==> src/rtl/arb_pkg.sv <==
// arb_pkg -- shared types and constants for the memory port arbiter.
//   arb_state_t : arbiter FSM states (idle / waiting on a RAM read)
//   arb_owner_t : which requester owns the outstanding read
//   ARB_OP_STR  : STR opcode, decoded by the memory stage into mem_we
//   sat_inc16   : saturating 16-bit increment used by the stall counters
package arb_pkg;

   typedef enum logic {ARB_IDLE, ARB_READ_WAIT} arb_state_t;
   typedef enum logic {OWN_FETCH, OWN_MEM} arb_owner_t;

   localparam logic [3:0] ARB_OP_STR = 4'b0101;

   function automatic logic [15:0] sat_inc16(input logic [15:0] cnt, input logic en);
      if (en && (cnt != 16'hFFFF)) begin
         return cnt + 16'd1;
      end
      return cnt;
   endfunction

endpackage

==> src/rtl/mem_port_arbiter_if.sv <==
// mem_port_arbiter_if -- bundle of the fetch, memory-stage and RAM signals
// around the arbiter.
//   slave  : arbiter view (takes requests and ram_rdata, drives grants,
//            return data, RAM strobes and stalls)
//   master : environment view (pipeline stages plus RAM macro)
interface mem_port_arbiter_if;

   // instruction fetch port (read only)
   logic        if_req;
   logic [15:0] if_addr;
   logic        if_gnt;
   logic        if_rvalid;
   logic [15:0] if_rdata;

   // memory-stage port (LDR/STR)
   logic        mem_req;
   logic        mem_we;
   logic [15:0] mem_addr;
   logic [15:0] mem_wdata;
   logic        mem_gnt;
   logic        mem_rvalid;
   logic [15:0] mem_rdata;

   // RAM macro side
   logic        ram_en;
   logic        ram_we;
   logic [15:0] ram_addr;
   logic [15:0] ram_wdata;
   logic [15:0] ram_rdata;

   // pipeline stalls
   logic        stall_fetch;
   logic        stall_mem;

   modport slave (
      input  if_req, if_addr, mem_req, mem_we, mem_addr, mem_wdata, ram_rdata,
      output if_gnt, if_rvalid, if_rdata, mem_gnt, mem_rvalid, mem_rdata,
             ram_en, ram_we, ram_addr, ram_wdata, stall_fetch, stall_mem
   );

   modport master (
      output if_req, if_addr, mem_req, mem_we, mem_addr, mem_wdata, ram_rdata,
      input  if_gnt, if_rvalid, if_rdata, mem_gnt, mem_rvalid, mem_rdata,
             ram_en, ram_we, ram_addr, ram_wdata, stall_fetch, stall_mem
   );

endinterface

==> src/rtl/arb_lat_tracker.sv <==
// arb_lat_tracker -- read-latency counter and return routing for the arbiter.
//   clk, reset_n : clock / asynchronous active-low reset
//   in_wait      : arbiter is in READ_WAIT
//   start        : a read is granted this cycle (owner taken from start_owner)
//   ram_rdata    : RAM read data
//   last_cycle   : final READ_WAIT cycle, data present on ram_rdata
//   owner        : requester owning the outstanding read
//   if_/mem_rvalid, if_/mem_rdata : per-requester return channels
module arb_lat_tracker
   import arb_pkg::*;
#(
   parameter int RAM_LATENCY = 1
) (
   input  logic        clk,
   input  logic        reset_n,
   input  logic        in_wait,
   input  logic        start,
   input  arb_owner_t  start_owner,
   input  logic [15:0] ram_rdata,
   output logic        last_cycle,
   output arb_owner_t  owner,
   output logic        if_rvalid,
   output logic [15:0] if_rdata,
   output logic        mem_rvalid,
   output logic [15:0] mem_rdata
);

   localparam int CW = 3;
   localparam logic [CW-1:0] LAT_LAST = CW'(RAM_LATENCY - 1);

   logic [CW-1:0] lat_cnt_reg;
   arb_owner_t    owner_reg;
   logic [1:0]    rvalid;
   logic [15:0]   rdata_out [2];

   always_ff @(posedge clk or negedge reset_n) begin
      if (!reset_n) begin
         lat_cnt_reg <= '0;
         owner_reg   <= OWN_FETCH;
      end else if (start) begin
         lat_cnt_reg <= '0;
         owner_reg   <= start_owner;
      end else if (in_wait && !last_cycle) begin
         lat_cnt_reg <= lat_cnt_reg + 1'b1;
      end
   end

   assign last_cycle = in_wait && (lat_cnt_reg == LAT_LAST);
   assign owner      = owner_reg;

   // Channel 0 returns to fetch, channel 1 to the memory stage. The data is
   // passed straight from the RAM in the rvalid cycle and held afterwards, so
   // the non-owner keeps its last delivered word.
   genvar gi;
   generate
      for (gi = 0; gi < 2; gi++) begin : g_ret
         logic [15:0] hold_reg;

         assign rvalid[gi] = last_cycle && (owner_reg == ((gi == 0) ? OWN_FETCH : OWN_MEM));

         always_ff @(posedge clk or negedge reset_n) begin
            if (!reset_n) begin
               hold_reg <= '0;
            end else if (rvalid[gi]) begin
               hold_reg <= ram_rdata;
            end
         end

         assign rdata_out[gi] = rvalid[gi] ? ram_rdata : hold_reg;
      end
   endgenerate

   assign if_rvalid  = rvalid[0];
   assign if_rdata   = rdata_out[0];
   assign mem_rvalid = rvalid[1];
   assign mem_rdata  = rdata_out[1];

endmodule

==> src/rtl/mem_port_arbiter.sv <==
// mem_port_arbiter -- shares one single-port RAM between instruction fetch
// and the memory stage. Memory stage has priority; after MAX_DATA_STREAK
// consecutive wins against a waiting fetch, fetch is forced through.
//   clk, reset_n : clock / asynchronous active-low reset
//   bus          : mem_port_arbiter_if.slave (requests, grants, return data,
//                  RAM strobes, stalls)
// Optional (macro ARB_PERF_CNT_EN):
//   perf_clr         : synchronous clear of both stall counters
//   perf_fetch_stall : saturating count of stall_fetch cycles
//   perf_mem_stall   : saturating count of stall_mem cycles
module mem_port_arbiter
   import arb_pkg::*;
#(
   parameter int RAM_LATENCY     = 1,
   parameter int MAX_DATA_STREAK = 3
) (
   input  logic clk,
   input  logic reset_n,
   mem_port_arbiter_if.slave bus
`ifdef ARB_PERF_CNT_EN
   ,
   input  logic        perf_clr,
   output logic [15:0] perf_fetch_stall,
   output logic [15:0] perf_mem_stall
`endif
);

   localparam logic [3:0] STREAK_MAX = 4'(MAX_DATA_STREAK);

   arb_state_t state_reg;
   logic [3:0] streak_reg;
   logic [3:0] streak_next;
   logic       grant_ok;
   logic       grant_if;
   logic       grant_mem;
   logic       read_start;
   logic       in_wait;
   logic       last_cycle;
   arb_owner_t owner;

   assign in_wait = (state_reg == ARB_READ_WAIT);

   // Grants are suppressed while reset is held so every output reads 0.
   assign grant_ok = reset_n && ((state_reg == ARB_IDLE) || last_cycle);

   always_comb begin
      grant_if    = 1'b0;
      grant_mem   = 1'b0;
      streak_next = streak_reg;
      if (grant_ok) begin
         if (bus.if_req && bus.mem_req) begin
            if (streak_reg >= STREAK_MAX) begin
               grant_if    = 1'b1;
               streak_next = '0;
            end else begin
               grant_mem   = 1'b1;
               streak_next = streak_reg + 4'd1;
            end
         end else if (bus.mem_req) begin
            grant_mem = 1'b1;
         end else if (bus.if_req) begin
            grant_if    = 1'b1;
            streak_next = '0;
         end
      end
   end

   assign read_start = grant_if || (grant_mem && !bus.mem_we);

   // Writes finish in the grant cycle, so only reads enter READ_WAIT; a
   // final wait cycle without a new read falls back to IDLE.
   always_ff @(posedge clk or negedge reset_n) begin
      if (!reset_n) begin
         state_reg  <= ARB_IDLE;
         streak_reg <= '0;
      end else begin
         streak_reg <= streak_next;
         if (read_start) begin
            state_reg <= ARB_READ_WAIT;
         end else if (grant_ok) begin
            state_reg <= ARB_IDLE;
         end
      end
   end

   arb_lat_tracker #(
      .RAM_LATENCY (RAM_LATENCY)
   ) u_lat (
      .clk         (clk),
      .reset_n     (reset_n),
      .in_wait     (in_wait),
      .start       (read_start),
      .start_owner (grant_mem ? OWN_MEM : OWN_FETCH),
      .ram_rdata   (bus.ram_rdata),
      .last_cycle  (last_cycle),
      .owner       (owner),
      .if_rvalid   (bus.if_rvalid),
      .if_rdata    (bus.if_rdata),
      .mem_rvalid  (bus.mem_rvalid),
      .mem_rdata   (bus.mem_rdata)
   );

   assign bus.if_gnt    = grant_if;
   assign bus.mem_gnt   = grant_mem;
   assign bus.ram_en    = grant_if || grant_mem;
   assign bus.ram_we    = grant_mem && bus.mem_we;
   assign bus.ram_addr  = grant_mem ? bus.mem_addr : (grant_if ? bus.if_addr : 16'h0);
   assign bus.ram_wdata = grant_mem ? bus.mem_wdata : 16'h0;

   assign bus.stall_fetch = reset_n && bus.if_req && !grant_if;
   assign bus.stall_mem   = reset_n && ((bus.mem_req && !grant_mem) ||
                                        (in_wait && (owner == OWN_MEM) && !bus.mem_rvalid));

`ifdef ARB_PERF_CNT_EN
   logic [15:0] perf_fetch_reg;
   logic [15:0] perf_mem_reg;

   always_ff @(posedge clk or negedge reset_n) begin
      if (!reset_n) begin
         perf_fetch_reg <= '0;
         perf_mem_reg   <= '0;
      end else if (perf_clr) begin
         perf_fetch_reg <= '0;
         perf_mem_reg   <= '0;
      end else begin
         perf_fetch_reg <= sat_inc16(perf_fetch_reg, bus.stall_fetch);
         perf_mem_reg   <= sat_inc16(perf_mem_reg, bus.stall_mem);
      end
   end

   assign perf_fetch_stall = perf_fetch_reg;
   assign perf_mem_stall   = perf_mem_reg;
`endif

endmodule

==> src/flat_wrapper.sv <==
// flat-port wrapper written by rule: the top's interface ports become plain ports
module mem_port_arbiter_flat import arb_pkg::*;
#(
   parameter int RAM_LATENCY     = 1,
   parameter int MAX_DATA_STREAK = 3
)
  (clk, reset_n, bus_if_req, bus_if_addr, bus_mem_req, bus_mem_we, bus_mem_addr, bus_mem_wdata, bus_ram_rdata, bus_if_gnt, bus_if_rvalid, bus_if_rdata, bus_mem_gnt, bus_mem_rvalid, bus_mem_rdata, bus_ram_en, bus_ram_we, bus_ram_addr, bus_ram_wdata, bus_stall_fetch, bus_stall_mem);
  mem_port_arbiter_if bus_i ();
  input  logic clk;
  input  logic reset_n;
  input wire logic [$bits(bus_i.if_req)-1:0] bus_if_req;
  input wire logic [$bits(bus_i.if_addr)-1:0] bus_if_addr;
  input wire logic [$bits(bus_i.mem_req)-1:0] bus_mem_req;
  input wire logic [$bits(bus_i.mem_we)-1:0] bus_mem_we;
  input wire logic [$bits(bus_i.mem_addr)-1:0] bus_mem_addr;
  input wire logic [$bits(bus_i.mem_wdata)-1:0] bus_mem_wdata;
  input wire logic [$bits(bus_i.ram_rdata)-1:0] bus_ram_rdata;
  output wire logic [$bits(bus_i.if_gnt)-1:0] bus_if_gnt;
  output wire logic [$bits(bus_i.if_rvalid)-1:0] bus_if_rvalid;
  output wire logic [$bits(bus_i.if_rdata)-1:0] bus_if_rdata;
  output wire logic [$bits(bus_i.mem_gnt)-1:0] bus_mem_gnt;
  output wire logic [$bits(bus_i.mem_rvalid)-1:0] bus_mem_rvalid;
  output wire logic [$bits(bus_i.mem_rdata)-1:0] bus_mem_rdata;
  output wire logic [$bits(bus_i.ram_en)-1:0] bus_ram_en;
  output wire logic [$bits(bus_i.ram_we)-1:0] bus_ram_we;
  output wire logic [$bits(bus_i.ram_addr)-1:0] bus_ram_addr;
  output wire logic [$bits(bus_i.ram_wdata)-1:0] bus_ram_wdata;
  output wire logic [$bits(bus_i.stall_fetch)-1:0] bus_stall_fetch;
  output wire logic [$bits(bus_i.stall_mem)-1:0] bus_stall_mem;
  assign bus_i.if_req = bus_if_req;
  assign bus_i.if_addr = bus_if_addr;
  assign bus_i.mem_req = bus_mem_req;
  assign bus_i.mem_we = bus_mem_we;
  assign bus_i.mem_addr = bus_mem_addr;
  assign bus_i.mem_wdata = bus_mem_wdata;
  assign bus_i.ram_rdata = bus_ram_rdata;
  assign bus_if_gnt = bus_i.if_gnt;
  assign bus_if_rvalid = bus_i.if_rvalid;
  assign bus_if_rdata = bus_i.if_rdata;
  assign bus_mem_gnt = bus_i.mem_gnt;
  assign bus_mem_rvalid = bus_i.mem_rvalid;
  assign bus_mem_rdata = bus_i.mem_rdata;
  assign bus_ram_en = bus_i.ram_en;
  assign bus_ram_we = bus_i.ram_we;
  assign bus_ram_addr = bus_i.ram_addr;
  assign bus_ram_wdata = bus_i.ram_wdata;
  assign bus_stall_fetch = bus_i.stall_fetch;
  assign bus_stall_mem = bus_i.stall_mem;
  mem_port_arbiter #(.RAM_LATENCY(RAM_LATENCY), .MAX_DATA_STREAK(MAX_DATA_STREAK)) u_core (.clk(clk), .reset_n(reset_n), .bus(bus_i));
endmodule
==> config.mk <==
export PLATFORM = sky130hd
export DESIGN_NAME = mem_port_arbiter_flat
export DESIGN_NICKNAME = d
export VERILOG_FILES = /design/src/rtl/arb_pkg.sv /design/src/rtl/mem_port_arbiter_if.sv /design/src/rtl/arb_lat_tracker.sv /design/src/rtl/mem_port_arbiter.sv /design/src/flat_wrapper.sv
export SDC_FILE = /design/constraint.sdc
export NUM_CORES = 1
export LEC_CHECK = 0
export ABC_AREA = 1
export CORE_AREA = 2 2 66 100
export CTS_BUF_LIST = sky130_fd_sc_hd__clkbuf_8
export CTS_CLUSTER_SIZE = 16
export DETAILED_ROUTE_END_ITERATION = 7
export DIE_AREA = 0 0 68 102
export PLACE_DENSITY = 0.78
export SETUP_SLACK_MARGIN = 0.15
export SLEW_MARGIN = 40
export SYNTH_ARGS = -nofsm -noshare
export SYNTH_HDL_FRONTEND = slang
export SYNTH_SLANG_ARGS = --single-unit
==> constraint.sdc <==
create_clock -name clk -period 2.5 [get_ports clk]
set_input_delay 0.375 -clock clk [delete_from_list [all_inputs] [get_ports clk]]
set_output_delay 0.375 -clock clk [all_outputs]
set_load 0.02 [all_outputs]
### Word level (Yosys, flattened, before mapping)

Index checks and enable logic that the tools add are counted.

| storage, ports and cells | value |
|---|---|
| bits in registers | 41 |
| output and inout port bits | 72 |
| word-level logic and storage cells | 63 |

| operators by class | value |
|---|---|
| add/sub/neg operators | 2 |
| reductions and logical operators | 28 |
| multiplexer cells | 23 |
| equal/unequal tests | 1 |
| order comparisons | 1 |
| bitwise gates (word level) | 2 |

Operators with widths:

| kind | count |
|---|---|
| 16-bit two-way mux | 5 |
| 4-bit two-way mux | 4 |
| 1-bit logical AND | 14 |
| 1-bit two-way mux | 12 |
| 3-bit two-way mux | 2 |
| 2-bit nonzero test | 3 |
| 1-bit logical NOT | 5 |
| 4-bit by 1-bit adder with 4-bit output (second input constant) | 1 |
| 4-bit by 2-bit >= comparator with 1-bit output (second input constant) | 1 |
| 1-bit logical OR | 4 |
| 3-bit by 1-bit adder with 3-bit output (second input constant) | 1 |
| 3-bit logical NOT | 1 |
| 3-bit AND reduction | 1 |
| 2-bit by 1-bit inequality test with 1-bit output (second input constant) | 1 |
| 1-bit inverter | 2 |

### Logic depth before layout (Yosys ltp)

| logic depth | value |
|---|---|
| word-level depth | 9 |
| gate-level depth with buffers | 10 |
| gate-level depth less buffers | 10 |

### By module

A second synthesis with hierarchy kept.

| second synthesis, totals | value |
|---|---|
| cells, all modules | 303 |
| area, all modules | 2327.2 sq um |

Modules (own cells, without submodules):

| module | cells each | area an instance (sq um) | seq. area each (sq um) | times used |
|---|---|---|---|---|
| arb_lat_tracker | 175 | 1642.8 | 900.9 | 1 |
| mem_port_arbiter | 128 | 684.4 | 125.1 | 1 |

### Worst setup path before layout

No wires, ideal clock.

| path | value |
|---|---|
| path type | register to output |
| from | register u_core.u_lat.lat_cnt_reg[0] |
| to | output bus_if_rdata[10] |
| stages on the path, launching flop included | 8 |
| data arrival time | 1.629 ns |
| path buffers | 1 |
| path slack | 0.496 ns |
| cells stage by stage | dfrtp_1 > inv_1 > ha_1 > nand2_4 > inv_1 > nand3_1 > clkbuf_1 > o21ai_0 |

| on the way | value |
|---|---|
| word-level cells in the longest chain between the ends | 4 |

Ends and longest elaborated chain:

| item | line | source |
|---|---|---|
| start: declaration | arb_lat_tracker.sv:31 | `logic [CW-1:0] lat_cnt_reg;` |
| start signal: assignment | arb_lat_tracker.sv:44 | `lat_cnt_reg <= lat_cnt_reg + 1'b1;` |
| 3-bit logical NOT | arb_lat_tracker.sv:48 | `assign last_cycle = in_wait && (lat_cnt_reg == LAT_LAST);` |
| 1-bit logical AND | arb_lat_tracker.sv:48 |  |
| 1-bit logical AND | arb_lat_tracker.sv:59 | `assign rvalid[gi] = last_cycle && (owner_reg == ((gi == 0) ? OWN_FETCH : OWN_MEM));` |
| 16-bit two-way mux | -- |  |
| end: declaration | flat_wrapper.sv:20 | `output wire logic [$bits(bus_i.if_rdata)-1:0] bus_if_rdata;` |

No other way between the ends.

### Final worst setup path

| path | value |
|---|---|
| from | register u_core.u_lat.lat_cnt_reg[1] |
| to | output bus_ram_addr[15] |

| on the way | value |
|---|---|
| word-level cells in the longest chain between the ends | 7 |

Ends and longest elaborated chain:

| item | line | source |
|---|---|---|
| 3-bit logical NOT (*) | arb_lat_tracker.sv:48 |  |
| 1-bit logical AND (*) | arb_lat_tracker.sv:48 |  |
| 1-bit logical OR (*) | mem_port_arbiter.sv:44 | `assign grant_ok = reset_n && ((state_reg == ARB_IDLE) \|\| last_cycle);` |
| 1-bit logical AND (*) | mem_port_arbiter.sv:44 |  |
| 1-bit two-way mux | mem_port_arbiter.sv:50 | `if (grant_ok) begin` |
| 16-bit two-way mux | mem_port_arbiter.sv:107 | `assign bus.ram_addr = grant_mem ? bus.mem_addr : (grant_if ? bus.if_addr : 16'h0);` |
| 16-bit two-way mux (*) | mem_port_arbiter.sv:107 |  |
| end: declaration | flat_wrapper.sv:26 | `output wire logic [$bits(bus_i.ram_addr)-1:0] bus_ram_addr;` |

Every way passes the cells marked *; elsewhere a longest branch is shown, timed or not.

==> results.md <==
* Outcome: finished, final reports clean
* DR vias at 2299
* Synth Flop Type: dfrtp_1
* Top cells by area, synth: dfrtp_1 (49%), nand2_1 (18%), o21ai_0 (8.4%), inv_1 (8.3%), nor2_1 (4.0%)
* Std-Cell Rows at 35
* FMAX at 440 MHz
* Initial antenna violation count at 0
* Switch Pwr at 1.63 mW
* Seq/Total Area, Yosys at 49.4%
* TritonCTS clock tree: yes
* Root Buffer: clkbuf_8
* Initial DRT Pass Iterations at 4
* CTS clk-pin slew, worst paths at 70 ps
* Hold Slack at 469 ps
* Worst rel slew slack at 66.6%
* Sw Share at 45.1%
* Crit share post-route at 90.9%
* Final Worst Setup Slack at 228 ps
* Core area at 6040 sq um
* Placed inst area at 3630 sq um
* Port Buffers at 140
* Peak fanout along the critical path at 5
* Average size of a mapped cell at 7.53 sq um
* Max_cap viols at 0
* Initial core utilization at 34.4%
* Synthesis Warnings at 0
* Iteration-0 DRC Markers at 60
* Clock Latency Late Sink at 280 ps
* H-tree Lvls at 2
* Total CTS buffers at 5
* Power share of the clock group at 13.9%
* Largest net degree at the start of global routing at 40
* Yosys top cell area share at 49.4%
* Share of cells above drive strength 1 at 24.0%
* Min cycle time layout at 2270 ps
* Pre-CTS WS at -72.2 ps
* Placed cell count at 493
* Max Clock Skew at 4.30 ps
* Hold Path Class: reg2reg
* Register bit total from synthesis at 41
* Cells after Synth at 276
* Top cells by count, synth: nand2_1 (99), inv_1 (46), dfrtp_1 (41), o21ai_0 (35), nor2_1 (22)
* Die ar. at 6940 sq um
* Worst Setup Path Type: reg2out
* WL met3 at 927 um
* Maximum root-to-sink buffer count at 2
* P_int at 1.98 mW
* Routed length on met1 at 2400 um
* Number of synthesized flops with an enable pin at 0
* FFs w/ async S/R, synth at 100%
* Layout area overhead at 69.0%
* Non-Filler Instances at 507
* DRT Wirelength at 6650 um
* R2r startpoint: u_core.u_lat.lat_cnt_reg[1]$_DFFE_PN0P_
* Post-Synthesis Cell Area at 2080 sq um
* Final setup fails at 0
* Top-count cell post-synth: nand2_1
* Core Util, Final at 58.1%
* Net Count, Synth at 348
* Power share of the sequential group at 29.3%
* HPWL Detailed at 5110 um
* Pins Over Slew Limit at 0
* Worst Tran Pin Value at 502 ps
* Vias in the first global route at 2339
* Setup TNS at 0 ps
* Crit path from: u_core.u_lat.lat_cnt_reg[1]$_DFFE_PN0P_
* Die width at 68 um
* Cell variety after synth at 21
* WL met2 at 3210 um
* Chip height at 102 um
* CP Capture Type: output pin
* Cell accounting for the most synthesized area: dfrtp_1
* Hold_sp: u_core.streak_reg[2]$_DFFE_PN0P_
* Top Metal Used: met4
* Combinational share of power at 56.8%
* Final instance area at 3510 sq um
* GR Overflow Total at 0
* # nets final at 505
* Post-route antenna net violation count at 0
* Ports at 141
* Total Routing Usage GR at 19.7%
* CP arrival at 1900 ps
* DR vias/cell at 4.53
* Routed length per instance at 13.1 um
* ANT cells at 0
* Tot Pwr at 3.61 mW
* Final GP Congestion at 0.762
* RSZ-0062 raised after global routing: true
* DRC errors left at 0
* Final hold vios at 0
* CP startpoint kind: flop
* Clock Sinks at 41
* LEAKAGE at 1.97 nW
* VDD IR max at 0.831 mV
* Critical Path RT at 2120 ps
* First-pass GRT wire length at 10300 um
* Max reg flops at 32
* Power Density at 1030 nW/um^2
## critical path, stage by stage (launching register included)
cell and delay (ps):
dfrtp_1 380, inv_1 70, ha_2 190, nand2_4 70, a21oi_4 210, nand2_4 150
nor2_4 160, nand2_1 70, nand2_1 60, clkdlybuf4s15_2 250
## power by group through the flow
stage	Clock, mW	Sequential (mW)	Combinational, mW
4_1_cts	0.523	1.06	2.20
5_1_grt	0.553	1.09	2.25
2_1_floorplan	0	1.05	1.22
3_5_place_dp	0	1.07	2.38
3_3_place_gp	0	1.06	2.37
6_report	0.503	1.06	2.05
## cell families after synthesis
logic type               after synthesis  synth area share, %
AO/OA/AOI/OAI                         39                 10.1
XOR/XNOR                               1                0.422
adder cells (fa/ha/maj)                3                 1.81
buffers and inverters                 59                 11.6
flip-flops                            41                 49.4
AND/OR/NAND/NOR                      133                 26.7
## repair_timing
action                                 CTS  global route
hold buffers                             1             0
buffers inserted                         3             0
cloned                                   3             0
setup endpoints to repair               72            70
pin swaps                                5             5
endpoints found under the hold margin    2             0
gates resized for setup                182           105
## cells in the final DEF, fill, tap and decap left out
master           synthesis  layout
ha_2                     0       1
o21ai_1                  0       9
buf_12                   0       2
ha_1                     3       2
nor2_1                  22      22
xor2_1                   1       1
inv_2                    2       1
dlygate4sd3_1            0       1
o21ai_2                  0       2
inv_1                   46      46
clkbuf_2                 0      32
inv_6                    0       1
nand4_1                  1       1
nor2_4                   0       3
dfrtp_1                 41      41
a21oi_1                  2       2
clkinv_1                 1       1
clkinv_2                 0       1
clkdlybuf4s15_2          0       5
nand3_4                  1       1
nand2_4                  2       2
o21ai_0                 35      24
nand3_1                  7       7
o31ai_1                  1       1
buf_4                    0      14
clkbuf_8                 0       5
nor2_8                   1       1
dlygate4sd2_1            0       4
clkdlybuf4s50_1          0      67
buf_2                    1      30
bufinv_16                0       1
clkdlybuf4s15_1          0       1
inv_4                    1       1
nand2_1                 99      99
a21oi_4                  1       1
## area by class of cell
| class | instances | area [sq um] |
|---|---|---|
| clock buffers | 5 | 68.8 |
| fillers | 585 | 2530 |
| inverters | 50 | 195 |
| clock inverters | 2 | 35.0 |
| multi-input cells | 179 | 855 |
| well taps | 74 | 92.6 |
| flip-flops and latches | 41 | 1030 |
| repair buffers | 156 | 1240 |
## per-layer routing
layer / vias to the layer above / track usage [%]
met1: 1027 / 22.2
met3: 8 / 6.61
met2: 121 / 34.5
met4: 0 / 6.00
met5: - / 0
li1: 1143 / -
## final timing paths
check | endpoint | slack (ps) | cells after the start
min in group asynchronous | u_core.u_lat.owner$_DFFE_PN0P_ | 560 | 3
worst max-delay path | bus_ram_addr[15] | 230 | 9
max in group asynchronous | u_core.u_lat.g_ret[0].hold_reg[11]$_DFF_PN0_ | 1280 | 4
worst max register to register | u_core.u_lat.lat_cnt_reg[1]$_DFFE_PN0P_ | 870 | 9
worst min-delay path | u_core.streak_reg[2]$_DFFE_PN0P_ | 470 | 2
worst min register to register | u_core.streak_reg[2]$_DFFE_PN0P_ | 470 | 2
Note: power is estimated with default switching activity, not from simulation.
